===== src/rtl/inst_constraint_pkg.sv =====
// Shared encodings for the QED instruction-legality checker: RV32I opcode and funct
// constants, the canonical NOP word, and the class codes reported by inst_constraint.
package inst_constraint_pkg;

   localparam logic [6:0] OP_R     = 7'b0110011;
   localparam logic [6:0] OP_I     = 7'b0010011;
   localparam logic [6:0] OP_LOAD  = 7'b0000011;
   localparam logic [6:0] OP_STORE = 7'b0100011;

   localparam logic [2:0] F3_ADD_SUB = 3'b000;
   localparam logic [2:0] F3_SLL     = 3'b001;
   localparam logic [2:0] F3_WORD    = 3'b010;
   localparam logic [2:0] F3_SR      = 3'b101;

   localparam logic [6:0] F7_BASE   = 7'b0000000;
   localparam logic [6:0] F7_ALT    = 7'b0100000;
   localparam logic [6:0] F7_MULDIV = 7'b0000001;

   localparam logic [31:0] NOP_INSTR = 32'h0000_0013;

   typedef enum logic [2:0] {
      CLS_ILLEGAL = 3'd0,
      CLS_NOP     = 3'd1,
      CLS_ALU_R   = 3'd2,
      CLS_ALU_I   = 3'd3,
      CLS_LOAD    = 3'd4,
      CLS_STORE   = 3'd5,
      CLS_MULDIV  = 3'd6
   } inst_class_e;

endpackage


===== src/rtl/inst_decode.sv =====
// Combinational field extraction and opcode/funct classification. Register and address
// range checks are left to the top level. Macro INST_CONSTRAINT_MULDIV_EN adds M-extension ops.
module inst_decode
   import inst_constraint_pkg::*;
(
   input  logic [31:0]  instruction,
   output inst_class_e  cand_class,
   output logic [4:0]   rd,
   output logic [4:0]   rs1,
   output logic [4:0]   rs2,
   output logic [11:0]  mem_imm
);

   logic [6:0] opcode;
   logic [2:0] funct3;
   logic [6:0] funct7;

   assign opcode = instruction[6:0];
   assign rd     = instruction[11:7];
   assign funct3 = instruction[14:12];
   assign rs1    = instruction[19:15];
   assign rs2    = instruction[24:20];
   assign funct7 = instruction[31:25];

   // Stores split their offset around rd; loads carry it contiguously in [31:20].
   assign mem_imm = (opcode == OP_STORE) ? {instruction[31:25], instruction[11:7]}
                                         : instruction[31:20];

   always_comb begin
      cand_class = CLS_ILLEGAL;
      if (instruction == NOP_INSTR) begin
         cand_class = CLS_NOP;
      end else begin
         case (opcode)
            OP_R: begin
               if (funct7 == F7_BASE)
                  cand_class = CLS_ALU_R;
               else if (funct7 == F7_ALT && (funct3 == F3_ADD_SUB || funct3 == F3_SR))
                  cand_class = CLS_ALU_R;
`ifdef INST_CONSTRAINT_MULDIV_EN
               else if (funct7 == F7_MULDIV)
                  cand_class = CLS_MULDIV;
`endif
            end
            OP_I: begin
               if (funct3 == F3_SLL) begin
                  if (funct7 == F7_BASE)
                     cand_class = CLS_ALU_I;
               end else if (funct3 == F3_SR) begin
                  if (funct7 == F7_BASE || funct7 == F7_ALT)
                     cand_class = CLS_ALU_I;
               end else begin
                  cand_class = CLS_ALU_I;
               end
            end
            OP_LOAD: begin
               if (funct3 == F3_WORD)
                  cand_class = CLS_LOAD;
            end
            OP_STORE: begin
               if (funct3 == F3_WORD)
                  cand_class = CLS_STORE;
            end
            default: cand_class = CLS_ILLEGAL;
         endcase
      end
   end

endmodule


===== src/rtl/inst_constraint.sv =====
// QED instruction-legality checker: combinational verdict/class plus sticky violation
// bookkeeping. Optional MULDIV acceptance is enabled by macro INST_CONSTRAINT_MULDIV_EN.
module inst_constraint
   import inst_constraint_pkg::*;
#(
   parameter int NUM_ORIG_REGS = 16,
   parameter int MEM_WORDS     = 16,
   parameter int CNT_W         = 16
) (
   input  logic             clk,
   input  logic             rst,
   input  logic             instr_valid,
   input  logic [31:0]      instruction,
   output logic             inst_allowed,
   output logic [2:0]       inst_class,
   output logic             violation,
   output logic [CNT_W-1:0] violation_count,
   output logic [31:0]      first_bad_instr
);

   localparam logic [5:0]  NREG   = 6'(NUM_ORIG_REGS);
   localparam logic [10:0] MWORDS = 11'(MEM_WORDS);

   inst_class_e cand_class;
   inst_class_e cls;
   logic [4:0]  rd;
   logic [4:0]  rs1;
   logic [4:0]  rs2;
   logic [11:0] mem_imm;
   logic        rd_ok;
   logic        rs1_ok;
   logic        rs2_ok;
   logic        mem_ok;

   inst_decode u_decode (
      .instruction (instruction),
      .cand_class  (cand_class),
      .rd          (rd),
      .rs1         (rs1),
      .rs2         (rs2),
      .mem_imm     (mem_imm)
   );

   // x0 as destination is only tolerated in the canonical NOP, which bypasses these checks.
   assign rd_ok  = (rd != 5'd0) && ({1'b0, rd} < NREG);
   assign rs1_ok = {1'b0, rs1} < NREG;
   assign rs2_ok = {1'b0, rs2} < NREG;
   assign mem_ok = (rs1 == 5'd0) && (mem_imm[1:0] == 2'b00) && !mem_imm[11]
                   && ({1'b0, mem_imm[11:2]} < MWORDS);

   always_comb begin
      cls = CLS_ILLEGAL;
      case (cand_class)
         CLS_NOP:               cls = CLS_NOP;
         CLS_ALU_R, CLS_MULDIV: if (rd_ok && rs1_ok && rs2_ok) cls = cand_class;
         CLS_ALU_I:             if (rd_ok && rs1_ok) cls = CLS_ALU_I;
         CLS_LOAD:              if (rd_ok && mem_ok) cls = CLS_LOAD;
         CLS_STORE:             if (rs2_ok && mem_ok) cls = CLS_STORE;
         default:               cls = CLS_ILLEGAL;
      endcase
   end

   assign inst_class   = cls;
   assign inst_allowed = (cls != CLS_ILLEGAL);

   always_ff @(posedge clk) begin
      if (rst) begin
         violation       <= 1'b0;
         violation_count <= '0;
         first_bad_instr <= '0;
      end else if (instr_valid && !inst_allowed) begin
         violation <= 1'b1;
         if (violation_count != {CNT_W{1'b1}})
            violation_count <= violation_count + 1'b1;
         if (!violation)
            first_bad_instr <= instruction;
      end
   end

endmodule


===== config.mk =====
export PLATFORM = sky130hd
export DESIGN_NAME = inst_constraint
export DESIGN_NICKNAME = d
export VERILOG_FILES = /design/src/rtl/inst_constraint_pkg.sv /design/src/rtl/inst_decode.sv /design/src/rtl/inst_constraint.sv
export SDC_FILE = /design/constraint.sdc
export NUM_CORES = 1
export LEC_CHECK = 0
export BUFFER_PORTS_ARGS = -buffer_cell sky130_fd_sc_hd__buf_2
export CORE_ASPECT_RATIO = 1.1
export CORE_UTILIZATION = 45
export CTS_BUF_LIST = sky130_fd_sc_hd__clkbuf_4
export DETAILED_ROUTE_END_ITERATION = 12
export GPL_ROUTABILITY_DRIVEN = 0
export GPL_TIMING_DRIVEN = 0
export HOLD_SLACK_MARGIN = 0.05
export PLACE_DENSITY = 0.8
export SYNTH_ARGS = -nofsm -noshare
export SYNTH_HDL_FRONTEND = slang
export SYNTH_SLANG_ARGS = --single-unit

===== constraint.sdc =====
create_clock -name clk -period 8.65 [get_ports clk]
set_input_delay 1.73 -clock clk [delete_from_list [all_inputs] [get_ports clk]]
set_output_delay 1.73 -clock clk [all_outputs]
set_load 0.005 [all_outputs]

* Yosys cells after proc, flatten, opt, wreduce, memory -nomap -nowiden
Index checks and enable logic that the tools add are counted.
** Storage, ports and cells
- Bits in registers :: 49
- Memories :: 0
- Bits in latches :: 0
- Word-level logic and storage cells :: 64
- RAM bits :: 0
- Output and inout port bits :: 53
- Memory bits (read-only) :: 0
- Input port bits :: 35
** Cells by class
- Shift-type cells :: 0
- Div/mod/pow operators :: 0
- Add/sub/neg operators :: 1
- Multipliers :: 0
- Eq/ne operators :: 16
- Order comparisons :: 4
- Bitwise operators :: 1
- Reduce and logical (&&, ||, !) cells :: 23
- Multiplexer cells :: 16
** Operators with widths (count)
- equality test 32 x 5 -> 1 bit (second input constant) :: 1
- two-way mux 3 bit :: 8
- equality test 7 x 6 -> 1 bit (second input constant) :: 3
- adder 16 x 1 -> 16 bit (second input constant) :: 1
- inequality test 16 bit (second input constant) :: 1
- < comparator 5 bit (second input constant) :: 3
- one-hot mux 3 bit (5 select lines) :: 1
- equality test 3 bit (second input constant) :: 4
- one-hot mux 3 bit (4 select lines) :: 1
- logical AND 1 bit :: 10
- < comparator 10 x 5 -> 1 bit (second input constant) :: 1
- two-way mux 2 bit :: 5
- equality test 3 x 2 -> 1 bit (second input constant) :: 3
- equality test 7 x 2 -> 1 bit (second input constant) :: 1
- equality test 7 x 5 -> 1 bit (second input constant) :: 1
- logical NOT 7 bit :: 1
- equality test 3 x 1 -> 1 bit (second input constant) :: 2
- logical NOT 5 bit :: 1
- two-way mux 5 bit :: 1
- nonzero test 5 bit :: 1
- AND reduction 2 bit :: 2
- logical NOT 3 bit :: 1
- nonzero test 3 bit :: 1
- logical NOT 1 bit :: 2
- 4 further kinds :: 5

* Longest topological paths before layout
Gate-level depths: netlist of the first run.
- Depth after elaboration :: 14
- Gate-level depth with buffers :: 9

* Cells and area by module
From an unflattened synthesis of the first run, not the netlist that was laid out.
** Second synthesis, totals
- Cells, all modules :: 335
- Area total of the unflattened synthesis :: 2660.1 sq um
** Modules (own cells, without submodules)
- inst_constraint :: cells each 282, times used 1, area an instance 2248.4 sq um
- inst_decode :: cells each 53, times used 1, area an instance 411.6 sq um

* Worst setup path before layout of the first run
No wires, ideal clock.
- Kind :: input-to-output
- Start :: input instruction[6]
- End :: output inst_class[2]
- Data required time :: 6.920 ns
- Arrival :: 3.590 ns
- Stages on the path :: 6
- Buffers on the path :: 0
- Slack :: 3.330 ns
- Cell sequence :: nand3b_4 > or4b_4 > a311o_1 > o32a_4 > or2_2 > a21oi_1
** Between the ends
- Longest elaborated chain between the ends :: 9
- Elaborated cells between the ends (all ways) :: 26
- Those cells by class :: 1 x order compare; 11 x eq/ne; 7 x mux; 7 x reduce/logical
** RTL lines
- start: declaration :: line inst_constraint.sv:13 : input logic [31:0] instruction,
- branches (longest 8 deep; another with < comparator 10 x 5 -> 1 bit)
- one-hot mux 3 bit (5 select lines) * :: line inst_constraint.sv:53 : case (cand_class)
- end: declaration :: line inst_constraint.sv:15 : output logic [2:0] inst_class,
Mark *: on every way between the ends.

* Final worst setup path of the first run
- Start :: input instruction[6]
- End :: output inst_allowed
** Between the ends
- Longest elaborated chain between the ends :: 10
- Elaborated cells between the ends (all ways) :: 27
- Those cells by class :: 1 x order compare; 11 x eq/ne; 7 x mux; 8 x reduce/logical
** RTL lines
- branches (longest 8 deep; another with < comparator 10 x 5 -> 1 bit)
- one-hot mux 3 bit (5 select lines) * :: line inst_constraint.sv:53
- nonzero test 3 bit * :: line inst_constraint.sv:64 : assign inst_allowed = (cls != CLS_ILLEGAL);
- end: declaration :: line inst_constraint.sv:14 : output logic inst_allowed,
Marks and branches as above.

==> results of run 1 <==
==> stage by stage <==
step | power [mW] | cell area [µm²] | hold slack, ns | util
4_1_cts | 0.430 | 3300 | 0.481 | 0.568
5_1_grt | 0.448 | 3300 | 0.510 | 0.568
6_report | 0.425 | 3300 | 0.482 | 0.568
3_5_place_dp | 0.320 | 3240 | 0.461 | 0.558
3_3_place_gp | 0.318 | 3240 | 0.456 | 0.558
2_1_floorplan | 0.288 | 2710 | 0.465 | -
==> cell type report <==
cell class | count | area [µm²]
Buffer | 16 | 131
Clock buffer | 5 | 37.5
Clock inverter | 3 | 22.5
Fill cell | 572 | 2510
Inverter | 3 | 11.3
Multi-Input combinational cell | 226 | 1590
Sequential cell | 49 | 981
Tap cell | 77 | 96.3
Timing Repair Buffer | 86 | 430
==> synthesized netlist by cell type, types with 2 or more instances <==
library cell and number:
or4b_1 2, nor2_1 17, a21oi_1 8, dfxtp_1 49, or4_1 3, nand2b_1 67
nor4_1 10, nor2b_1 10, nand2_1 12, and3_1 5, inv_1 3, mux2i_1 33
buf_6 3, o31ai_1 2, nor3_1 5, nand4_1 6, nand3_1 5, or2b_1 2
clkbuf_1 10, o21ai_0 6, or3_1 6, buf_12 3, and2_1 2, mux2_1 8
and4_1 2
==> sequential cells by signal, indices dropped and copies added, names as in the netlist <==
register / cells
violation: 1
violation_count: 16
first_bad_instr: 32
==> routing by layer <==
metal	up-vias	share of wire	global-route usage
met1	1174	0.46	0.272
met3	9	0.049	0.0407
li1	1209	-	-
met4	0	0.013	0.0664
met2	72	0.48	0.372
met5	-	0	0
==> where the power goes <==
part | internal (mW) | switching [mW]
Sequential | 0.237 | 0.00629
Combinational | 0.0365 | 0.0353
Clock | 0.0324 | 0.0784
Total | 0.305 | 0.120
==> critical path: stages <==
cell and delay, ns:
buf_2 0.12, nand3b_4 0.18, or4b_4 0.53, a311o_1 0.40, o32a_4 0.39, o21bai_4 0.24, buf_6 0.17, a21o_1 0.08
buf_2 0.11
==> kinds of logic after synthesis <==
group	Yosys count
and+or+nand+nor	158
DFF	49
muxes	43
AOI/OAI and AO/OA	23
buffers and inverters	19
xor gates and xnor gates	1
adders and majority gates	1
==> how the worst max path moves through the flow <==
stage                          from       endpoint  depth (start not counted)
floorplan            instruction[6]  inst_class[2]                          6
global placement     instruction[6]   inst_allowed                          9
detailed placement   instruction[6]   inst_allowed                          9
CTS                  instruction[6]   inst_allowed                          9
global route        instruction[27]   inst_allowed                          9
finish               instruction[6]   inst_allowed                          9
==> metrics.txt, run 1 <==
outcome=finished, final reports clean; grt total ovfl=0; syn_area_per_cell=9.23 µm²; Seq/Total Area, Yosys=0.362; cells after synthesis=around 300; DRT Wirelength=around 6600 µm; H-tree Lvls=2; Post-CTS Resized=0; Leak=1.49 nW; initial core utilization=0.467; main combinational cell family by area after synthesis=simple AND/OR/NAND/NOR gates; Num CTS Buffers=5; total global-route track usage=0.216; WHS Path Cells=2; Yosys reg bits=49; WP data required=6.92 ns; pre-CTS WS=2.95 ns; period utilization=0.658; compound-gate portion of the synthesized area=0.0632; Crit. End Element=output port; Rows=29; global-route wire length before repair=11200 µm; commonest non-fill, non-tap cells in the layout=86 x buf_2, 67 x nand2b_1, 49 x dfxtp_1, 33 x mux2i_1, 17 x nor2_1; WL/cell=approximately 14 µm; post-synthesis mux area share=0.165; Worst Hold Path EP=first_bad_instr[3]$_SDFFE_PP0P_; # setup viols final=0; r2r startpoint=violation_count[2]$_SDFFE_PP0P_; unrepaired setup endpoints after global routing=false; Post-synth top flop=dfxtp_1; setup ws final=2.96 ns; Cell Count Post-Placement=457; initial antenna violation count=0; Final Hold Violating Endpoints=0; Detail Placement HPWL=5050 µm; Slew Limit Fails=0; Final ANT Viol Nets=0; pwr dens=between 100 and 150 mW/mm²; setup repair bufs after CTS=0; Iteration-0 DRC Markers=136; # DRC=0; # diodes=0; reported max-cap violation count=0; depth of the most critical reg-to-reg path=6; Synth Area in Adders=0.00461; startpoint types=primary input; Worst Path Arrival=3.96 ns; number of synthesized flops with an enable pin=0; cts hold-fix bufs=0; Synth async-reset ratio=0; Synth Area in Simple Gates=0.350; clk_skew=approximately 0.012 ns; total die area=0.00634 mm²; synth top area cells=dfxtp_1 36%, nand2b_1 15%, mux2i_1 12%; hold path start=first_bad_instr[3]$_SDFFE_PP0P_; Worst Path Max Fanout=10; synth warn=0; Layout area overhead=21.6%; Via density=approximately 5.3; number of I/O pins=just under 90; Yosys cell types=40; largest net degree at the start of global routing=17; Least-Margin Pin Slew=0.523 ns; TritonRoute pass-1 iters=4; setup TNS=0 ns; layout net count=423; Clk Latency, worst-skew pair=0.38 ns; Crit Path Class=primary input to output port; Peak VDD IR=0.0000837 V; Yosys top cell area share=0.362; reg2reg setup slack=6.68 ns; number of port buffers=86; clock buffer depth=2; commonest non-fill, non-tap cell in the layout=buf_2; RR Endpoint=violation_count[0]$_SDFFE_PP0P_; relative slew slack=0.648; share of cells above drive strength 1=0.278; Max Fclk=between 150 and 200 MHz; Die H=83.4 µm; area leader, netlist=dfxtp_1; clk sinks=49; Worst Hold Class=flip-flop to flip-flop; post-route insts no fill=465; synthesized net count=330; CTS tree=done; Die X=76.0 µm; Synth Area in XOR/XNOR=0.00323; Root Driver=clkbuf_4; mapped cell area=0.00271 mm²; Vias=about 2500; Core Area=between 0.005 and 0.006 mm²; crit path time final=5.69 ns; Worst-path clk slew=0.15 ns; vias in the first global route=2380
Note: power is estimated with default switching activity, not from simulation.
==> run 2, diff against run 1 <==
- PLACE_DENSITY: 0.8 -> 0.83
- clock period: 8.65 -> 5.1 ns (I/O delays scaled with it)
==> metrics.txt, run 2 (same netlist as run 1, synthesis figures left out) <==
Rows=29; Vias=2449; Clk Latency, worst-skew pair=roughly 0.38 ns; clk_skew=0.0217 ns; Num CTS Buffers=5; Final Hold Violating Endpoints=0; pwr dens=233 mW/mm²; number of I/O pins=88; setup TNS=0 ns; outcome=finished, final reports clean; largest net degree at the start of global routing=17; Overall Power=0.774 mW; vias in the first global route=2375; Worst Setup SP=instruction[6]; startpoint types=primary input; Root Driver=clkbuf_4; setup ws final=0.841 ns; Die X=76.0 µm; layout net count=between 400 and 500; Crit-path slowest cell=or4b_4; Peak VDD IR=0.000152 V; Worst Hold Class=flip-flop to flip-flop; global-route wire length before repair=11100 µm; Max Fclk=about 230 MHz; Final ANT Viol Nets=0; Least-Margin Pin Slew=around 0.51 ns; register name with the most flops=first_bad_instr; Crit. End Element=output port; Via density=5.27; WL/cell=approximately 14 µm; # diodes=0; initial core utilization=0.467; WP data required=between 4 and 5 ns; Leak=1.49 nW; Core Area=between 0.005 and 0.006 mm²; H-tree Lvls=2; commonest non-fill, non-tap cell in the layout=buf_2; Post-Layout Inst Area=0.00332 mm²; grt total ovfl=0; cts hold-fix bufs=0; unrepaired setup endpoints after global routing=false; clk sinks=49; Die H=83.4 µm; period utilization=0.835; Crit Path Class=primary input to output port; fin util=0.572; commonest non-fill, non-tap cells in the layout=86 x buf_2, 67 x nand2b_1, 49 x dfxtp_1, 33 x mux2i_1, 17 x nor2_1; Worst-path clk slew=approximately 0.14 ns; r2r startpoint=violation_count[2]$_SDFFE_PP0P_; Placed Area=~0.0032 mm²; Layout area overhead=22.5%; number of port buffers=86; clock buffer depth=2; Worst Path Arrival=3.24 ns; Slew Limit Fails=0; Worst Path Max Fanout=10; Post-CTS Resized=0; Iteration-0 DRC Markers=55; relative slew slack=0.658; total die area=about 0.0063 mm²; hold path start=violation$_SDFFE_PP0P_; CTS tree=done; CP peak stage delay=between 0.5 and 0.6 ns; Detail Placement HPWL=5140 µm; # setup viols final=0; Largest regs=first_bad_instr (32), violation_count (16), violation (1); initial antenna violation count=0; TritonRoute pass-1 iters=4; pre-CTS WS=approximately 0.83 ns; # DRC=0; Crit path top cell by count=buf_2; max reg flops=32; total global-route track usage=0.215; reported max-cap violation count=0; setup repair bufs after CTS=0; share of cells above drive strength 1=0.278; CP cell instances=buf_2 > nand3b_4 > or4b_4 > a311o_1 > o32a_4 > o21bai_4 > buf_6 > a21o_1 > buf_2; crit path time final=4.26 ns; DRT Wirelength=between 6000 and 7000 µm
run 2: cell types whose count changed in the layout (fill, tap and decap cells not counted), sizes merged:
cell      before  now
bufinv         0    1
clkinv         3    1
clkinvlp       0    1
run 2: power by group:
| part | switching (mW) | internal [mW] | leakage [nW] |
|---|---|---|---|
| Sequential | 0.0105 | 0.401 | 0.400 |
| Combinational | 0.0603 | 0.0619 | 1.05 |
| Clock | 0.136 | 0.104 | 0.0414 |
| Total | 0.207 | 0.567 | 1.49 |
run 2: worst max-delay path: cells and delay by family:
family / cells / cell delay, ns
AND/OR/NAND/NOR: 2 / 0.71
AO/OA/AOI/OAI: 4 / 1.10
buffers and inverters: 3 / 0.40
run 2: metal layers:
metal	up-vias	share of wire	global-route usage
li1	1205	-	-
met1	1157	0.45	0.267
met2	79	0.48	0.379
met3	8	0.055	0.0429
met4	0	0.012	0.0507
met5	-	0	0
run 2: final cells by class:
class	instances	area [µm²]
plain buffers	16	131
clock buffers	5	37.5
clock inverters	3	46.3
fillers	568	2480
inverters	3	11.3
multi-input cells	226	1590
flip-flops and latches	49	981
well taps	77	96.3
repair buffers	86	430
run 2: final timing paths:
path                                      to  slack, ns  cells after the start
min reg2reg           violation$_SDFFE_PP0P_       0.48                      2
max reg2reg  violation_count[0]$_SDFFE_PP0P_       3.10                      6
max                             inst_allowed       0.84                      9
min                   violation$_SDFFE_PP0P_       0.48                      2
run 2: through the flow:
step / hold WS [ns] / cells
6_report: 0.481 / 465
3_3_place_gp: 0.455 / 457
2_1_floorplan: 0.465 / 294
3_5_place_dp: 0.457 / 457
4_1_cts: 0.481 / 465
5_1_grt: 0.491 / 465
